--- src/rtl/cmutex_pkg.sv ---
// Shared definitions for the N-channel clocked mutual-exclusion merge.
//  - state_e : merge FSM states
//  - CNT_W   : width of the fire-delay counter (FIRE_DELAY up to 15)
//  - ARB_*   : arbitration mode selectors for cmutex_rr_arb
package cmutex_pkg;

   typedef enum logic [2:0] {
      S_IDLE    = 3'd0,
      S_DRIVE   = 3'd1,
      S_WAIT    = 3'd2,
      S_FIRE    = 3'd3,
      S_BUSY    = 3'd4,
      S_RELEASE = 3'd5
   } state_e;

   localparam int CNT_W     = 4;
   localparam bit ARB_FIXED = 1'b0;
   localparam bit ARB_RR    = 1'b1;

endpackage

--- src/rtl/cmutex_merge_n_sync_if.sv ---
// Handshake bundle between the request channels / next stage and the merge.
//  i_drive     : per-channel one-cycle request pulses
//  i_freeNext  : next stage releases the current grant
//  o_driveNext : grant issued downstream (pulse)
//  o_fire      : delayed fire strobe (pulse)
//  o_data      : one-hot grant vector
//  o_grant_idx : binary index of the grant
//  o_free      : release pulse on the granted channel
//  o_busy      : a grant cycle is in progress
//  o_err       : sticky duplicate-request flag
// master = environment side, slave = merge side.
interface cmutex_merge_n_sync_if #(
   parameter int N_CH = 4
);
   localparam int IDX_W = $clog2(N_CH);

   logic [N_CH-1:0]  i_drive;
   logic             i_freeNext;
   logic             o_driveNext;
   logic             o_fire;
   logic [N_CH-1:0]  o_data;
   logic [IDX_W-1:0] o_grant_idx;
   logic [N_CH-1:0]  o_free;
   logic             o_busy;
   logic             o_err;

   modport master (
      output i_drive, i_freeNext,
      input  o_driveNext, o_fire, o_data, o_grant_idx, o_free, o_busy, o_err
   );

   modport slave (
      input  i_drive, i_freeNext,
      output o_driveNext, o_fire, o_data, o_grant_idx, o_free, o_busy, o_err
   );

endinterface

--- src/rtl/cmutex_rr_arb.sv ---
// Combinational arbiter: picks one requesting channel.
//  req_i   : request vector
//  ptr_i   : round-robin start position
//  mode_i  : ARB_RR = search from ptr_i with wrap, ARB_FIXED = lowest index
//  grant_o : one-hot grant (zero when no request)
//  idx_o   : binary index of grant_o (zero when no request)
module cmutex_rr_arb
   import cmutex_pkg::*;
#(
   parameter int N_CH  = 4,
   parameter int IDX_W = $clog2(N_CH)
) (
   input  logic [N_CH-1:0]  req_i,
   input  logic [IDX_W-1:0] ptr_i,
   input  logic             mode_i,
   output logic [N_CH-1:0]  grant_o,
   output logic [IDX_W-1:0] idx_o
);

   logic             found;
   logic [IDX_W-1:0] cand;

   always_comb begin
      grant_o = '0;
      idx_o   = '0;
      found   = 1'b0;
      cand    = '0;
      for (int k = 0; k < N_CH; k++) begin
         // Candidate k steps away from the start position; fixed mode starts at 0.
         cand = (mode_i == ARB_RR) ? IDX_W'((int'(ptr_i) + k) % N_CH) : IDX_W'(k);
         if (!found && req_i[cand]) begin
            found         = 1'b1;
            grant_o[cand] = 1'b1;
            idx_o         = cand;
         end
      end
   end

endmodule

--- src/rtl/cmutex_merge_n_sync.sv ---
// N-channel clocked mutual-exclusion merge.
// Captures per-channel drive pulses into a pending vector, grants one channel
// at a time, pulses o_driveNext, then o_fire FIRE_DELAY cycles later, holds
// the one-hot grant until i_freeNext is seen in BUSY and returns o_free to the
// granted channel. Duplicate requests raise a sticky o_err.
//  clk : rising-edge clock
//  rst : asynchronous active-low reset
//  bus : handshake bundle (slave side)
module cmutex_merge_n_sync
   import cmutex_pkg::*;
#(
   parameter int N_CH       = 4,
   parameter int FIRE_DELAY = 2,
   parameter int RR_MODE    = 1
) (
   input logic                  clk,
   input logic                  rst,
   cmutex_merge_n_sync_if.slave bus
);

   localparam int               IDX_W     = $clog2(N_CH);
   localparam bit               ARB_MODE  = (RR_MODE != 0) ? ARB_RR : ARB_FIXED;
   // WAIT lasts FIRE_DELAY-1 cycles: counter runs 0 .. FIRE_DELAY-2.
   localparam logic [CNT_W-1:0] WAIT_LAST = CNT_W'((FIRE_DELAY >= 2) ? FIRE_DELAY - 2 : 0);

   state_e           state_q, state_d;
   logic [N_CH-1:0]  pending_q, pending_d;
   logic [N_CH-1:0]  data_q, data_d;
   logic [IDX_W-1:0] idx_q, idx_d;
   logic [IDX_W-1:0] ptr_q, ptr_d;
   logic [CNT_W-1:0] cnt_q, cnt_d;
   logic             err_q, err_d;

   logic [N_CH-1:0]  rel_mask;
   logic [N_CH-1:0]  busy_mask;
   logic [N_CH-1:0]  arb_req;
   logic [N_CH-1:0]  arb_grant;
   logic [IDX_W-1:0] arb_idx;

   logic             drive_next;
   logic             fire;
   logic             busy;
   logic [N_CH-1:0]  free;

   cmutex_rr_arb #(.N_CH(N_CH), .IDX_W(IDX_W)) u_arb (
      .req_i   (arb_req),
      .ptr_i   (ptr_q),
      .mode_i  (ARB_MODE),
      .grant_o (arb_grant),
      .idx_o   (arb_idx)
   );

   // State register
   always_ff @(posedge clk or negedge rst) begin
      if (!rst) begin
         state_q   <= S_IDLE;
         pending_q <= '0;
         data_q    <= '0;
         idx_q     <= '0;
         ptr_q     <= '0;
         cnt_q     <= '0;
         err_q     <= 1'b0;
      end else begin
         state_q   <= state_d;
         pending_q <= pending_d;
         data_q    <= data_d;
         idx_q     <= idx_d;
         ptr_q     <= ptr_d;
         cnt_q     <= cnt_d;
         err_q     <= err_d;
      end
   end

   // Next-state logic
   always_comb begin
      state_d = state_q;
      data_d  = data_q;
      idx_d   = idx_q;
      ptr_d   = ptr_q;
      cnt_d   = cnt_q;

      // The channel being released may re-request in the same cycle.
      rel_mask  = (state_q == S_RELEASE) ? data_q : '0;
      busy_mask = (pending_q | data_q) & ~rel_mask;
      pending_d = (pending_q & ~rel_mask) | (bus.i_drive & ~busy_mask);
      err_d     = err_q | (|(bus.i_drive & busy_mask));
      // The granted channel stays pending until release; keep it out of arbitration.
      arb_req   = pending_q & ~data_q;

      case (state_q)
         S_IDLE, S_RELEASE: begin
            if (|arb_req) begin
               state_d = S_DRIVE;
               data_d  = arb_grant;
               idx_d   = arb_idx;
               if (ARB_MODE == ARB_RR) begin
                  ptr_d = IDX_W'((int'(arb_idx) + 1) % N_CH);
               end
            end else begin
               state_d = S_IDLE;
               data_d  = '0;
               idx_d   = '0;
            end
         end
         S_DRIVE: begin
            if (FIRE_DELAY == 1) begin
               state_d = S_FIRE;
            end else begin
               state_d = S_WAIT;
               cnt_d   = '0;
            end
         end
         S_WAIT: begin
            if (cnt_q == WAIT_LAST) begin
               state_d = S_FIRE;
            end else begin
               cnt_d = cnt_q + 1'b1;
            end
         end
         S_FIRE: state_d = S_BUSY;
         S_BUSY: begin
            if (bus.i_freeNext) begin
               state_d = S_RELEASE;
            end
         end
         default: state_d = S_IDLE;
      endcase
   end

   // Output logic
   always_comb begin
      drive_next = (state_q == S_DRIVE);
      fire       = (state_q == S_FIRE);
      busy       = (state_q != S_IDLE);
      free       = (state_q == S_RELEASE) ? data_q : '0;
   end

   assign bus.o_driveNext = drive_next;
   assign bus.o_fire      = fire;
   assign bus.o_busy      = busy;
   assign bus.o_free      = free;
   assign bus.o_data      = data_q;
   assign bus.o_grant_idx = idx_q;
   assign bus.o_err       = err_q;

endmodule

--- src/flat_wrapper.sv ---
// flat-port wrapper written by rule: the top's interface ports become plain ports
module cmutex_merge_n_sync_flat import cmutex_pkg::*;
#(
   parameter int N_CH       = 4,
   parameter int FIRE_DELAY = 2,
   parameter int RR_MODE    = 1
)
  (clk, rst, bus_i_drive, bus_i_freeNext, bus_o_driveNext, bus_o_fire, bus_o_data, bus_o_grant_idx, bus_o_free, bus_o_busy, bus_o_err);
  cmutex_merge_n_sync_if #(.N_CH(N_CH)) bus_i ();
  input logic clk;
  input logic rst;
  input wire logic [$bits(bus_i.i_drive)-1:0] bus_i_drive;
  input wire logic [$bits(bus_i.i_freeNext)-1:0] bus_i_freeNext;
  output wire logic [$bits(bus_i.o_driveNext)-1:0] bus_o_driveNext;
  output wire logic [$bits(bus_i.o_fire)-1:0] bus_o_fire;
  output wire logic [$bits(bus_i.o_data)-1:0] bus_o_data;
  output wire logic [$bits(bus_i.o_grant_idx)-1:0] bus_o_grant_idx;
  output wire logic [$bits(bus_i.o_free)-1:0] bus_o_free;
  output wire logic [$bits(bus_i.o_busy)-1:0] bus_o_busy;
  output wire logic [$bits(bus_i.o_err)-1:0] bus_o_err;
  assign bus_i.i_drive = bus_i_drive;
  assign bus_i.i_freeNext = bus_i_freeNext;
  assign bus_o_driveNext = bus_i.o_driveNext;
  assign bus_o_fire = bus_i.o_fire;
  assign bus_o_data = bus_i.o_data;
  assign bus_o_grant_idx = bus_i.o_grant_idx;
  assign bus_o_free = bus_i.o_free;
  assign bus_o_busy = bus_i.o_busy;
  assign bus_o_err = bus_i.o_err;
  cmutex_merge_n_sync #(.N_CH(N_CH), .FIRE_DELAY(FIRE_DELAY), .RR_MODE(RR_MODE)) u_core (.clk(clk), .rst(rst), .bus(bus_i));
endmodule
--- config.mk ---
export PLATFORM = sky130hd
export DESIGN_NAME = cmutex_merge_n_sync_flat
export DESIGN_NICKNAME = d
export VERILOG_FILES = /design/src/rtl/cmutex_pkg.sv /design/src/rtl/cmutex_merge_n_sync_if.sv /design/src/rtl/cmutex_rr_arb.sv /design/src/rtl/cmutex_merge_n_sync.sv /design/src/flat_wrapper.sv
export SDC_FILE = /design/constraint.sdc
export NUM_CORES = 1
export LEC_CHECK = 0
export CORE_ASPECT_RATIO = 0.75
export CORE_UTILIZATION = 49
export CTS_CLUSTER_SIZE = 40
export DETAILED_ROUTE_END_ITERATION = 16
export HOLD_SLACK_MARGIN = 0.12
export PLACE_DENSITY = 0.86
export SYNTH_ARGS = -nofsm -noshare
export SYNTH_HDL_FRONTEND = slang
export SYNTH_HIERARCHICAL = 1
export SYNTH_SLANG_ARGS = --single-unit
--- constraint.sdc ---
create_clock -name clk -period 2.3 [get_ports clk]
set_input_delay 0.345 -clock clk [delete_from_list [all_inputs] [get_ports clk]]
set_output_delay 0.345 -clock clk [all_outputs]
set_load 0.02 [all_outputs]
== Word level (Yosys, flattened, before mapping) ==
Index checks and enable logic that the tools add are counted.

* Register bits after elaboration: 20
* Latch bits: 0
* Bits in writable memories: 0
* ROM bits: 0
* Bits of input ports: 7
* Output and inout bits: 14
* Word-level logic and storage cells: 98
* Memories: 0

* $add $sub $neg: 5
* Multiply operators: 0
* Div/mod/pow operators: 0
* $lt $le $gt $ge: 8
* Equal/unequal tests: 8
* Shifts and indexed selects: 0
* Muxes and demuxes: 36
* Bitwise operators: 14
* Reductions and logical operators: 20

{| class="wikitable"
|+ Operator list
! kind !! number
|-
| $mux W4 || 7
|-
| $and A4 B4 Y4 || 5
|-
| $or A4 B4 Y4 || 5
|-
| $pmux W3 S5 || 1
|-
| $lt A2 B3 Y1 const B || 4
|-
| $mux W1 || 12
|-
| $not A4 Y4 || 3
|-
| $mux W2 || 5
|-
| $bmux W1 S2 || 4
|-
| $demux W1 S2 || 4
|-
| $ge A2 B1 Y1 const B || 4
|-
| $pmux W4 S2 || 1
|-
| $reduce_or A4 Y1 || 2
|-
| $logic_and A1 B1 Y1 || 7
|-
| $eq A3 B2 Y1 const B || 2
|-
| $eq A3 B3 Y1 const B || 2
|-
| $mux W3 || 2
|-
| $reduce_and A2 Y1 || 3
|-
| $add A2 B1 Y2 const B || 2
|-
| $add A2 B2 Y2 const B || 2
|-
| $add A4 B1 Y4 const B || 1
|-
| $logic_not A4 Y1 || 1
|-
| $ne A2 B2 Y1 const B || 2
|-
| $eq A3 B1 Y1 const B || 1
|-
| other kinds (7) || 9
|}

== Depth between registers and ports, before layout ==
Gate-level depths: netlist of the first run.

* Depth after elaboration: 15
* Gate-level depth with buffers: 9

== Hierarchy ==
The synthesis of the first run kept the hierarchy.

{| class="wikitable"
|+ By module, submodules not included
! module !! times used !! cells each !! area an instance (um^2) !! seq. area each (um^2)
|-
| cmutex_merge_n_sync || 1 || 105 || 1,071.0 || 500.5
|-
| cmutex_rr_arb || 1 || 67 || 445.4 || 0.0
|}

== Least setup slack after synthesis of the first run ==
No wires, ideal clock.

* Path type: flip-flop to flip-flop
* From: register u_core.data_q[2], in the netlist u_core/bus.o_data[2]
* To: register u_core.ptr_q[1]
* Library setup time: 0.125 ns
* Data arrival time: 2.187 ns
* Path slack: -0.012 ns
* Stages on the path, launching flop included: 9
* Cell sequence: dfrtp_1 -> nor2b_1 -> mux2_4 -> a221o_1 -> a31oi_2 -> nand2_2 -> o22ai_1 -> xor2_1 -> mux2_4

* Cells in the longest elaborated chain, start to end: 15

{| class="wikitable"
|+ Ends and longest elaborated chain
! element !! RTL line !! source
|-
| from (decl) || cmutex_merge_n_sync.sv:28 || <nowiki>logic [N_CH-1:0] data_q, data_d;</nowiki>
|-
| from (signal assigned) || cmutex_merge_n_sync.sv:66 || <nowiki>data_q <= data_d;</nowiki>
|-
| $not A4 Y4 (*) || cmutex_merge_n_sync.sv:88 || <nowiki>arb_req = pending_q & ~data_q;</nowiki>
|-
| $and A4 B4 Y4 (*) || cmutex_merge_n_sync.sv:88 ||
|-
| via u_core.arb_req[2] || cmutex_merge_n_sync.sv:36 || <nowiki>logic [N_CH-1:0] arb_req;</nowiki>
|-
| $bmux W1 S2 || cmutex_rr_arb.sv:31 || <nowiki>if (!found && req_i[cand]) begin</nowiki>
|-
| $mux W1 (not written as such) || cmutex_rr_arb.sv:31 ||
|-
| $mux W1 || cmutex_rr_arb.sv:31 ||
|-
| $logic_not A1 Y1 || cmutex_rr_arb.sv:31 ||
|-
| $logic_and A1 B1 Y1 || cmutex_rr_arb.sv:31 ||
|-
| $mux W1 || cmutex_rr_arb.sv:31 ||
|-
| $logic_not A1 Y1 || cmutex_rr_arb.sv:31 ||
|-
| $logic_and A1 B1 Y1 || cmutex_rr_arb.sv:31 ||
|-
| $mux W1 || cmutex_rr_arb.sv:31 ||
|-
| $logic_not A1 Y1 || cmutex_rr_arb.sv:31 ||
|-
| $logic_and A1 B1 Y1 || cmutex_rr_arb.sv:31 ||
|-
| $mux W2 (*) || cmutex_rr_arb.sv:31 ||
|-
| via u_core.arb_idx[1] || cmutex_merge_n_sync.sv:38 || <nowiki>logic [IDX_W-1:0] arb_idx;</nowiki>
|-
| $add A2 B1 Y2 (*) || cmutex_merge_n_sync.sv:97 || <nowiki>ptr_d = IDX_W'((int'(arb_idx) + 1) % N_CH);</nowiki>
|-
| to (signal assigned) || cmutex_merge_n_sync.sv:68 || <nowiki>ptr_q <= ptr_d;</nowiki>
|-
| to (decl) || cmutex_merge_n_sync.sv:30 || <nowiki>logic [IDX_W-1:0] ptr_q, ptr_d;</nowiki>
|}

Mark *: on every way through the listed nets, which the timed path passes. The rest lies on a longest branch. The select of a mux whose other input is x is not followed.
A chain may end at the register's enable or synchronous reset.

== Worst setup path after layout of the first run ==
* From: register u_core.pending_q[0]
* To: register u_core.ptr_q[1]

* Cells in the longest elaborated chain, start to end: 14

{| class="wikitable"
|+ Ends and longest elaborated chain
! element !! RTL line !! source
|-
| from (decl) || cmutex_merge_n_sync.sv:27 || <nowiki>logic [N_CH-1:0] pending_q, pending_d;</nowiki>
|-
| from (signal assigned) || cmutex_merge_n_sync.sv:65 || <nowiki>pending_q <= pending_d;</nowiki>
|-
| $and A4 B4 Y4 (*) || cmutex_merge_n_sync.sv:88 ||
|-
| via u_core.arb_req[0] || cmutex_merge_n_sync.sv:36 ||
|-
| $bmux W1 S2 || cmutex_rr_arb.sv:31 ||
|-
| $mux W1 (not written as such) || cmutex_rr_arb.sv:31 ||
|-
| $mux W1 || cmutex_rr_arb.sv:31 ||
|-
| $logic_not A1 Y1 || cmutex_rr_arb.sv:31 ||
|-
| $logic_and A1 B1 Y1 || cmutex_rr_arb.sv:31 ||
|-
| $mux W1 || cmutex_rr_arb.sv:31 ||
|-
| $logic_not A1 Y1 || cmutex_rr_arb.sv:31 ||
|-
| $logic_and A1 B1 Y1 || cmutex_rr_arb.sv:31 ||
|-
| $mux W1 || cmutex_rr_arb.sv:31 ||
|-
| $logic_not A1 Y1 || cmutex_rr_arb.sv:31 ||
|-
| $logic_and A1 B1 Y1 || cmutex_rr_arb.sv:31 ||
|-
| $mux W2 (*) || cmutex_rr_arb.sv:31 ||
|-
| via u_core.arb_idx[1] || cmutex_merge_n_sync.sv:38 ||
|-
| $add A2 B1 Y2 (*) || cmutex_merge_n_sync.sv:97 ||
|}

Marks and branches as above.

==> results.tsv, run 1 <==
stage	metric	value	unit
run_status	status	complete, no violations	
worst_setup_path	CP max FO	6	
clock_network	CTS sink count	20	
worst_setup_path	R2R setup slack	0.09	ns
timing	max-slew violation count	0	
floorplan	Die Y	50.2	um
pwr	Pleak	0.000872	uW
timing	TNS Setup	0	ns
clock_network	total CTS buffers	3	
floorplan	core area	2940	um^2
floorplan	Initial Utilization	0.517	
yosys	Post-Syn Area	1520	um^2
yosys	EDFF count, synth	0	
timing	RSZ-0062 raised after global routing	true	
timing	Final Hold Viols	0	
floorplan	die footprint	3320	um^2
finish	layout net count	220	
floorplan	Die W	66.2	um
global_route	largest net degree at the start of global routing	21	
worst_setup_path	Worst Path Buf+Inv	0	
yosys	ys async rst share	1.00	
yosys	unique cell type count in the Yosys netlist	55	
timing	clk_skew	0.00164	ns
place	DP HPWL	2720	um
routing	# DRC	0	
worst_setup_path	Critical Path RT	2.44	ns
worst_setup_path	number of cells on the critical path	8	
clock_network	clock slew at reported path FFs	0.07	ns
yosys	synth warn	6	
timing	fmax	453	MHz
clock_network	H-tree depth	1	
global_route	gr usage total	0.236	
clock_network	TritonCTS clock tree	yes	
routing	1st-iter DRT viols	61	
worst_setup_path	Worst Setup End Kind	flip-flop	
global_route	total grt overflow	0	
routing	DR WL/cell	14.7	um
yosys	Yosys reg bits	20	
worst_setup_path	r2r worst-path depth	8	
clock_network	Root Driver	clkbuf_8	
routing	WL final	3650	um
worst_setup_path	WP data arrival	2.35	ns
routing	Routed Antenna Nets	0	
yosys	Most used DFF post-synth	dfrtp_1	
place	port bufs	20	
floorplan	FP Rows	17	
clock_network	worst-skew pair later-pin latency	0.25	ns
yosys	post-synthesis sequential area ratio	0.330	
worst_setup_path	Crit-path slowest cell	dfrtp_1	
worst_setup_path	CP max stage delay	0.39	ns
global_route	vias in the first global route	1275	
place	Final GP Congestion	0.883	
routing	number of vias per cell	5.61	
worst_setup_path	Worst Setup Path Type	flip-flop to flip-flop	
job	MaxCap Viol Count	0	
clock_network	Longest Clk Path Bufs	2	
worst_setup_path	CP Cell Sequence	nor2b_2 -> mux2i_1 -> a21oi_1 -> nand2_1 -> a32oi_1 -> o22ai_2 -> xor2_1 -> mux2_4	
finish	ANT cells	0	
routing	vias post-DR	1391	
finish	Fillers	238	
pwr	Power Dens Cells	1340	nW/um^2
timing	fin crit period	2.21	ns
finish	Post-Layout Inst Area	1960	um^2
routing	First-pass DRT Iterations	4	
worst_setup_path	CP Launch Type	flip-flop	
yosys	Gate Count Post-Synth	172	
floorplan	Boundary Pins	21	
timing	final setup violating endpoints	0	
clock_network	hold_buf cts	0	
finish	commonest cells after routing, fill and taps aside	clkdlybuf4s50_1, buf_4, nand2_1	
worst_setup_path	Largest delay share family, worst path	compound AO/OA/AOI/OAI gates	
timing	Final Cycle Share	0.959	
pwr	Peak supply drop	0.000814	V
place	Placement Cell Area	1860	um^2
global_route	initial antenna violation count	0	
min_path	worst min-delay path category	input port to async pin	
finish	share of layout cells above drive strength 1	0.205	
finish	synthesis-to-finish area growth	29.2	%
yosys	syn avg cell area	8.82	um^2
finish	commonest non-fill, non-tap cell in the layout	clkdlybuf4s50_1	
global_route	global-route wire length before repair	5970	um
==> sequential cells by signal, summed over array words and instances (netlist names) <==
| register | count |
|---|---|
| u_core/bus.o_data | 4 |
| u_core/bus.o_err | 1 |
| u_core/bus.o_grant_idx | 2 |
| u_core/cnt_q | 4 |
| u_core/pending_q | 4 |
| u_core/ptr_q | 2 |
| u_core/state_q | 3 |
==> routing by layer <==
metal,vias up,routed length [um],global-route usage
met3,2,180,0.0500
met1,652,1670,0.329
met4,0,12,0.0390
met2,40,1790,0.384
li1,697,-,-
met5,-,0,0
==> report_power, final <==
part           switching, uW  internal (uW)
Combinational            916            855
Clock                    109            152
Sequential               137            462
Total                   1160           1470
==> worst register-to-register path, stage by stage (launching register included) <==
cell and delay [ns]:
dfrtp_1 0.39, nor2b_2 0.32, mux2i_1 0.18, a21oi_1 0.26
nand2_1 0.16, a32oi_1 0.25, o22ai_2 0.13, xor2_1 0.15
mux2_4 0.26
==> layout make-up <==
cell class / count / area, um^2 / area share
sequential: 20 / 505 / 0.258
timing repair buffer: 38 / 335 / 0.171
multi-input combinational: 142 / 993 / 0.507
tap: 38 / 47.5 / 0.0243
clock buffer: 4 / 55.1 / 0.0281
inverter: 6 / 22.5 / 0.0115
==> cells in the mapped netlist (2+ instances only) <==
library cell / instances / share of area
a21oi_1: 11 / 0.036
a221oi_1: 2 / 0.012
a22o_1: 6 / 0.035
a31oi_1: 2 / 0.0082
and2_1: 6 / 0.025
and3_1: 2 / 0.0082
and3b_1: 2 / 0.012
buf_2: 2 / 0.0066
buf_6: 2 / 0.015
clkbuf_1: 3 / 0.0074
dfrtp_1: 20 / 0.33
ha_1: 2 / 0.016
inv_1: 6 / 0.015
mux2_4: 2 / 0.020
mux2i_1: 4 / 0.026
nand2_1: 18 / 0.045
nand2b_1: 5 / 0.021
nand3_1: 3 / 0.0099
nand4_1: 2 / 0.0082
nor2_1: 13 / 0.032
nor2b_1: 9 / 0.037
o211ai_1: 3 / 0.015
o21a_1: 3 / 0.015
o21ai_0: 5 / 0.016
o21ai_1: 3 / 0.0099
o22ai_1: 2 / 0.0082
o31ai_1: 2 / 0.0099
or3_1: 3 / 0.012
xnor2_1: 2 / 0.012
xor2_1: 2 / 0.012
==> worst paths after layout <==
kind,startpoint,to
min,rst,u_core/pending_q[2]
max,u_core/pending_q[0],u_core/ptr_q[1]
min in group clk,u_core/bus.o_grant_idx[1],u_core/bus.o_grant_idx[1]
max reg2reg,u_core/pending_q[0],u_core/ptr_q[1]
min reg2reg,u_core/bus.o_grant_idx[1],u_core/bus.o_grant_idx[1]
max in group asynchronous,rst,u_core/ptr_q[1]
==> timing repair <==
| action | in CTS | in global routing |
|---|---|---|
| resized for setup | 3 | 8 |
| endpoints found under the setup margin | 1 | 7 |
| setup buffers | 0 | 1 |
| pin swaps | 0 | 3 |
==> stage by stage <==
step / std cells / util / hold slack (ns) / setup WS (ns) / total power (uW)
after floorplan: 176 / - / 0.0494 / 0.0228 / 1740
after global placement: 243 / 0.633 / 0.484 / 0.0619 / 2200
after detailed placement: 243 / 0.633 / 0.493 / -0.0340 / 2270
after CTS: 247 / 0.655 / 0.441 / 0.0185 / 2560
after global routing: 248 / 0.668 / 0.442 / 0.00611 / 2800
final: 248 / 0.668 / 0.430 / 0.0942 / 2630
==> logic make-up after synthesis <==
| logic type | Yosys count | share of synthesized area |
|---|---|---|
| AO/OA/AOI/OAI | 49 | 0.233 |
| XOR/XNOR | 4 | 0.0231 |
| adder cells (fa/ha/maj) | 2 | 0.0165 |
| buffers and inverters | 14 | 0.0487 |
| flip-flops | 20 | 0.330 |
| multiplexers | 7 | 0.0536 |
| other | 1 | 0.00247 |
| AND/OR/NAND/NOR | 75 | 0.292 |
No activity file was read; power rests on OpenSTA's default activity.
==> run 2: changes to the inputs <==
--- a/config.mk
+++ b/config.mk
@@ -13,5 +13,4 @@
 export PLACE_DENSITY = 0.86
 export SYNTH_ARGS = -nofsm -noshare
 export SYNTH_HDL_FRONTEND = slang
-export SYNTH_HIERARCHICAL = 1
 export SYNTH_SLANG_ARGS = --single-unit
==> results.tsv, run 2 <==
stage	metric	value	unit	change
yosys	share of the synthesized area in the top cell type	0.329		-0.000815
timing	fmax	440	MHz	-3.0%
global_route	gr busiest metal	met2		
floorplan	die footprint	3330	um^2	+0.23%
yosys	Most used DFF post-synth	dfrtp_1		
finish	multi-input logic area	967	um^2	-2.6%
worst_setup_path	RR Startpoint	u_core.ptr_q[0]		
clock_network	total CTS buffers	3		unchanged
floorplan	FP Rows	17		unchanged
job	MaxCap Viol Count	0		unchanged
worst_setup_path	r2r worst-path depth	9		+1
yosys	synth warn	0		-6
timing	fin crit period	2.27	ns	+0.0671 ns
clock_network	TritonCTS clock tree	yes		
clock_network	Longest Clk Path Bufs	2		unchanged
finish	synthesis-to-finish area growth	23.8	%	
worst_setup_path	CP Launch Type	flip-flop		
clock_network	hold_buf cts	0		unchanged
yosys	Gate Count Post-Synth	167		-2.9%
floorplan	core area	2940	um^2	unchanged
floorplan	Die Y	50.2	um	+0.11%
timing	Rel. slew slack	0.658		
finish	Fillers	232		-2.5%
yosys	Synth Net Count	183		
global_route	largest net degree at the start of global routing	22		+4.8%
pwr	Peak supply drop	0.000746	V	-8.4%
timing	clk_skew	0.00237	ns	+0.000733 ns
yosys	Post-Syn Area	1520	um^2	+0.25%
global_route	GR Util met1	0.303		-0.0263
finish	layout net count	209		-5.0%
timing	TNS Setup	0	ns	unchanged
floorplan	Die W	66.3	um	+0.12%
routing	1st-iter DRT viols	57		-6.6%
global_route	gr usage total	0.248		+0.0118
timing	worst-margin pin slew	0.507	ns	
min_path	worst min-delay path category	input port to async pin		
yosys	ys async rst share	1.00		unchanged
routing	Routed Antenna Nets	0		unchanged
pwr	Power Dens Cells	1610	nW/um^2	+20%
worst_setup_path	CP max FO	9		+3
place	DP HPWL	2790	um	+2.6%
place	placed cells	223		-8.2%
global_route	initial antenna violation count	0		unchanged
yosys	EDFF count, synth	0		unchanged
routing	DR WL/cell	16.8	um	+14%
timing	Final Cycle Share	0.988		+0.0292
yosys	most frequent cell after synthesis	nor2_1		
worst_setup_path	Crit-path slowest cell	or4_4		
worst_setup_path	CP Cell Sequence	clkinv_8 -> ha_4 -> nor4bb_1 -> or4_4 -> buf_4 -> nor2_1 -> and3_4 -> a22oi_1 -> o21ai_1		
clock_network	clock slew at reported path FFs	0.07	ns	about the same
yosys	Yosys top cell by area	dfrtp_1		
clock_network	Root Driver	clkbuf_8		
place	Placement Cell Area	1810	um^2	-2.7%
worst_setup_path	WP data arrival	2.45	ns	+0.10 ns
routing	First-pass DRT Iterations	4		unchanged
pwr	Pleak	0.000792	uW	-9.1%
timing	final setup violating endpoints	0		unchanged
run_status	status	complete, no violations		
finish	commonest cells after routing, fill and taps aside	nor2_1, clkdlybuf4s50_1, dfrtp_1		
clock_network	CTS sink count	20		unchanged
worst_setup_path	endpoint of the worst register-to-register path	u_core.bus.o_data[0]		
worst_setup_path	CP max stage delay	0.58	ns	+0.19 ns
finish	final core utilization	0.641		-0.0264
finish	Layout Cells excl Fill	229		-7.7%
yosys	post-synthesis sequential area ratio	0.329		-0.000815
yosys	unique cell type count in the Yosys netlist	46		-16%
yosys	syn avg cell area	9.10	um^2	+3.2%
global_route	met2 Use GR	0.423		+0.0391
global_route	vias in the first global route	1396		+9.5%
place	Final GP Congestion	0.951		+7.6%
finish	area taken by flip-flops and latches	503	um^2	-0.50%
yosys	largest cells by area after synthesis	dfrtp_1, ha_1, nor2_1, mux2i_1, a21oi_1		
timing	Final Hold Viols	0		unchanged
finish	share of layout cells above drive strength 1	0.157		-0.0477
global_route	met3 GRT Util	0.0568		+0.00682
global_route	global-route wire length before repair	6300	um	+5.5%
place	port bufs	20		unchanged
worst_setup_path	R2R setup slack	0.03	ns	-0.07 ns
routing	# DRC	0		unchanged
timing	RSZ-0062 raised after global routing	true		
routing	number of vias per cell	6.19		+10%
timing	max-slew violation count	0		unchanged
yosys	Post-synth top cells	nor2_1, dfrtp_1, a21oi_1, ha_1, o21ai_0		
finish	commonest non-fill, non-tap cell in the layout	nor2_1		
routing	WL final	3860	um	+5.6%
finish	Post-Layout Inst Area	1880	um^2	-4.0%
finish	ANT cells	0		unchanged
floorplan	Boundary Pins	21		unchanged
floorplan	Initial Utilization	0.518		+0.00128
worst_setup_path	Worst Setup End Kind	flip-flop		
worst_setup_path	Worst Setup Path Type	flip-flop to flip-flop		
global_route	total grt overflow	0		unchanged
clock_network	worst-skew pair later-pin latency	0.26	ns	about the same
yosys	Yosys reg bits	20		unchanged
worst_setup_path	Critical Path RT	2.48	ns	+0.04 ns
clock_network	H-tree depth	1		unchanged
routing	vias post-DR	1417		+1.9%
-- run 2: cell types whose count changed after synthesis, sizes merged, moves of 3 or more --
cell	change
nand2	-13
nor2	+9
ha	+7
nand3	-3
a221oi	+3
o21a	-3
a22oi	+4
nor2b	-7
clkbuf	+3
a22o	-6
o21ai	+5
-- run 2: worst max-delay path: cells and delay by family, from the launching register on --
kind,cells,cell delay (ns)
AND/OR/NAND/NOR,4,1.02
flip-flops,1,0.43
adder cells (fa/ha/maj),1,0.30
buffers and inverters,2,0.24
AO/OA/AOI/OAI,2,0.20
-- run 2: through the flow --
| stage | setup WS [ns] | hold slack, ns | power (uW) |
|---|---|---|---|
| CTS | 0.00459 | 0.425 | 2940 |
| detailed placement | 0.0550 | 0.471 | 2700 |
| floorplan | -0.146 | 0.0494 | 2190 |
| global placement | 0.0921 | 0.455 | 2590 |
| finish | 0.0271 | 0.418 | 3030 |
| global route | -0.0360 | 0.444 | 3260 |
-- run 2: what timing repair did --
item                       in CTS  in global routing
setup endpoints to repair       4                 11
pin swaps                       0                  0
buffers inserted                0                  3
resized for setup               1                  5
hold endpoints to repair        0                  0
-- run 2: area by class of cell --
type,instances,share of cell area
inverter,6,0.0199
timing repair buffer,31,0.152
clock buffer,3,0.0219
multi-input combinational,131,0.514
tap,38,0.0253
sequential,20,0.267
-- run 2: routing by layer --
layer / routed length [um] / up-vias
met2: 1890 / 60
met4: 40 / 0
met1: 1740 / 689
met3: 191 / 6
met5: 0 / -
li1: - / 662
-- run 2: how the worst max path moves through the flow --
stage / start / endpoint / slack, ns / cells after the start
2_1_floorplan: u_core.ptr_q[0] / u_core.ptr_q[1] / -0.15 / 11
3_3_place_gp: u_core.ptr_q[0] / u_core.bus.o_grant_idx[0] / 0.09 / 8
3_5_place_dp: u_core.ptr_q[0] / u_core.bus.o_grant_idx[0] / 0.05 / 8
4_1_cts: u_core.ptr_q[0] / u_core.bus.o_data[0] / 0.005 / 9
5_1_grt: u_core.ptr_q[0] / u_core.bus.o_data[0] / -0.04 / 9
6_report: u_core.ptr_q[0] / u_core.bus.o_data[0] / 0.03 / 9
-- run 2: power by group --
group | switching (uW) | internal [uW] | leakage [uW]
clock | 108 | 117 | 0.0000216
combinational | 1130 | 1000 | 0.000537
sequential | 203 | 471 | 0.000233
total | 1440 | 1590 | 0.000792
-- run 2: logic make-up (layout without fill, tap and decap cells) --
group | Yosys count | after routing | synth area share
and+or+nand+nor | 64 | 64 | 0.261
AOI/OAI and AO/OA | 46 | 46 | 0.196
DFF | 20 | 20 | 0.329
buffers and inverters | 16 | 40 | 0.0469
adders and majority gates | 9 | 9 | 0.0741
muxes | 8 | 8 | 0.0700
xor gates and xnor gates | 4 | 4 | 0.0230
==> run 3: changes to the inputs <==
--- a/config.mk
+++ b/config.mk
@@ -7,6 +7,7 @@
 export LEC_CHECK = 0
 export CORE_ASPECT_RATIO = 0.75
 export CORE_UTILIZATION = 49
+export CTS_CLUSTER_DIAMETER = 150
 export CTS_CLUSTER_SIZE = 40
 export DETAILED_ROUTE_END_ITERATION = 16
 export HOLD_SLACK_MARGIN = 0.12
==> results of run 3 <==
Same layout as run 2: the final DEF is identical, and so are final timing and power.
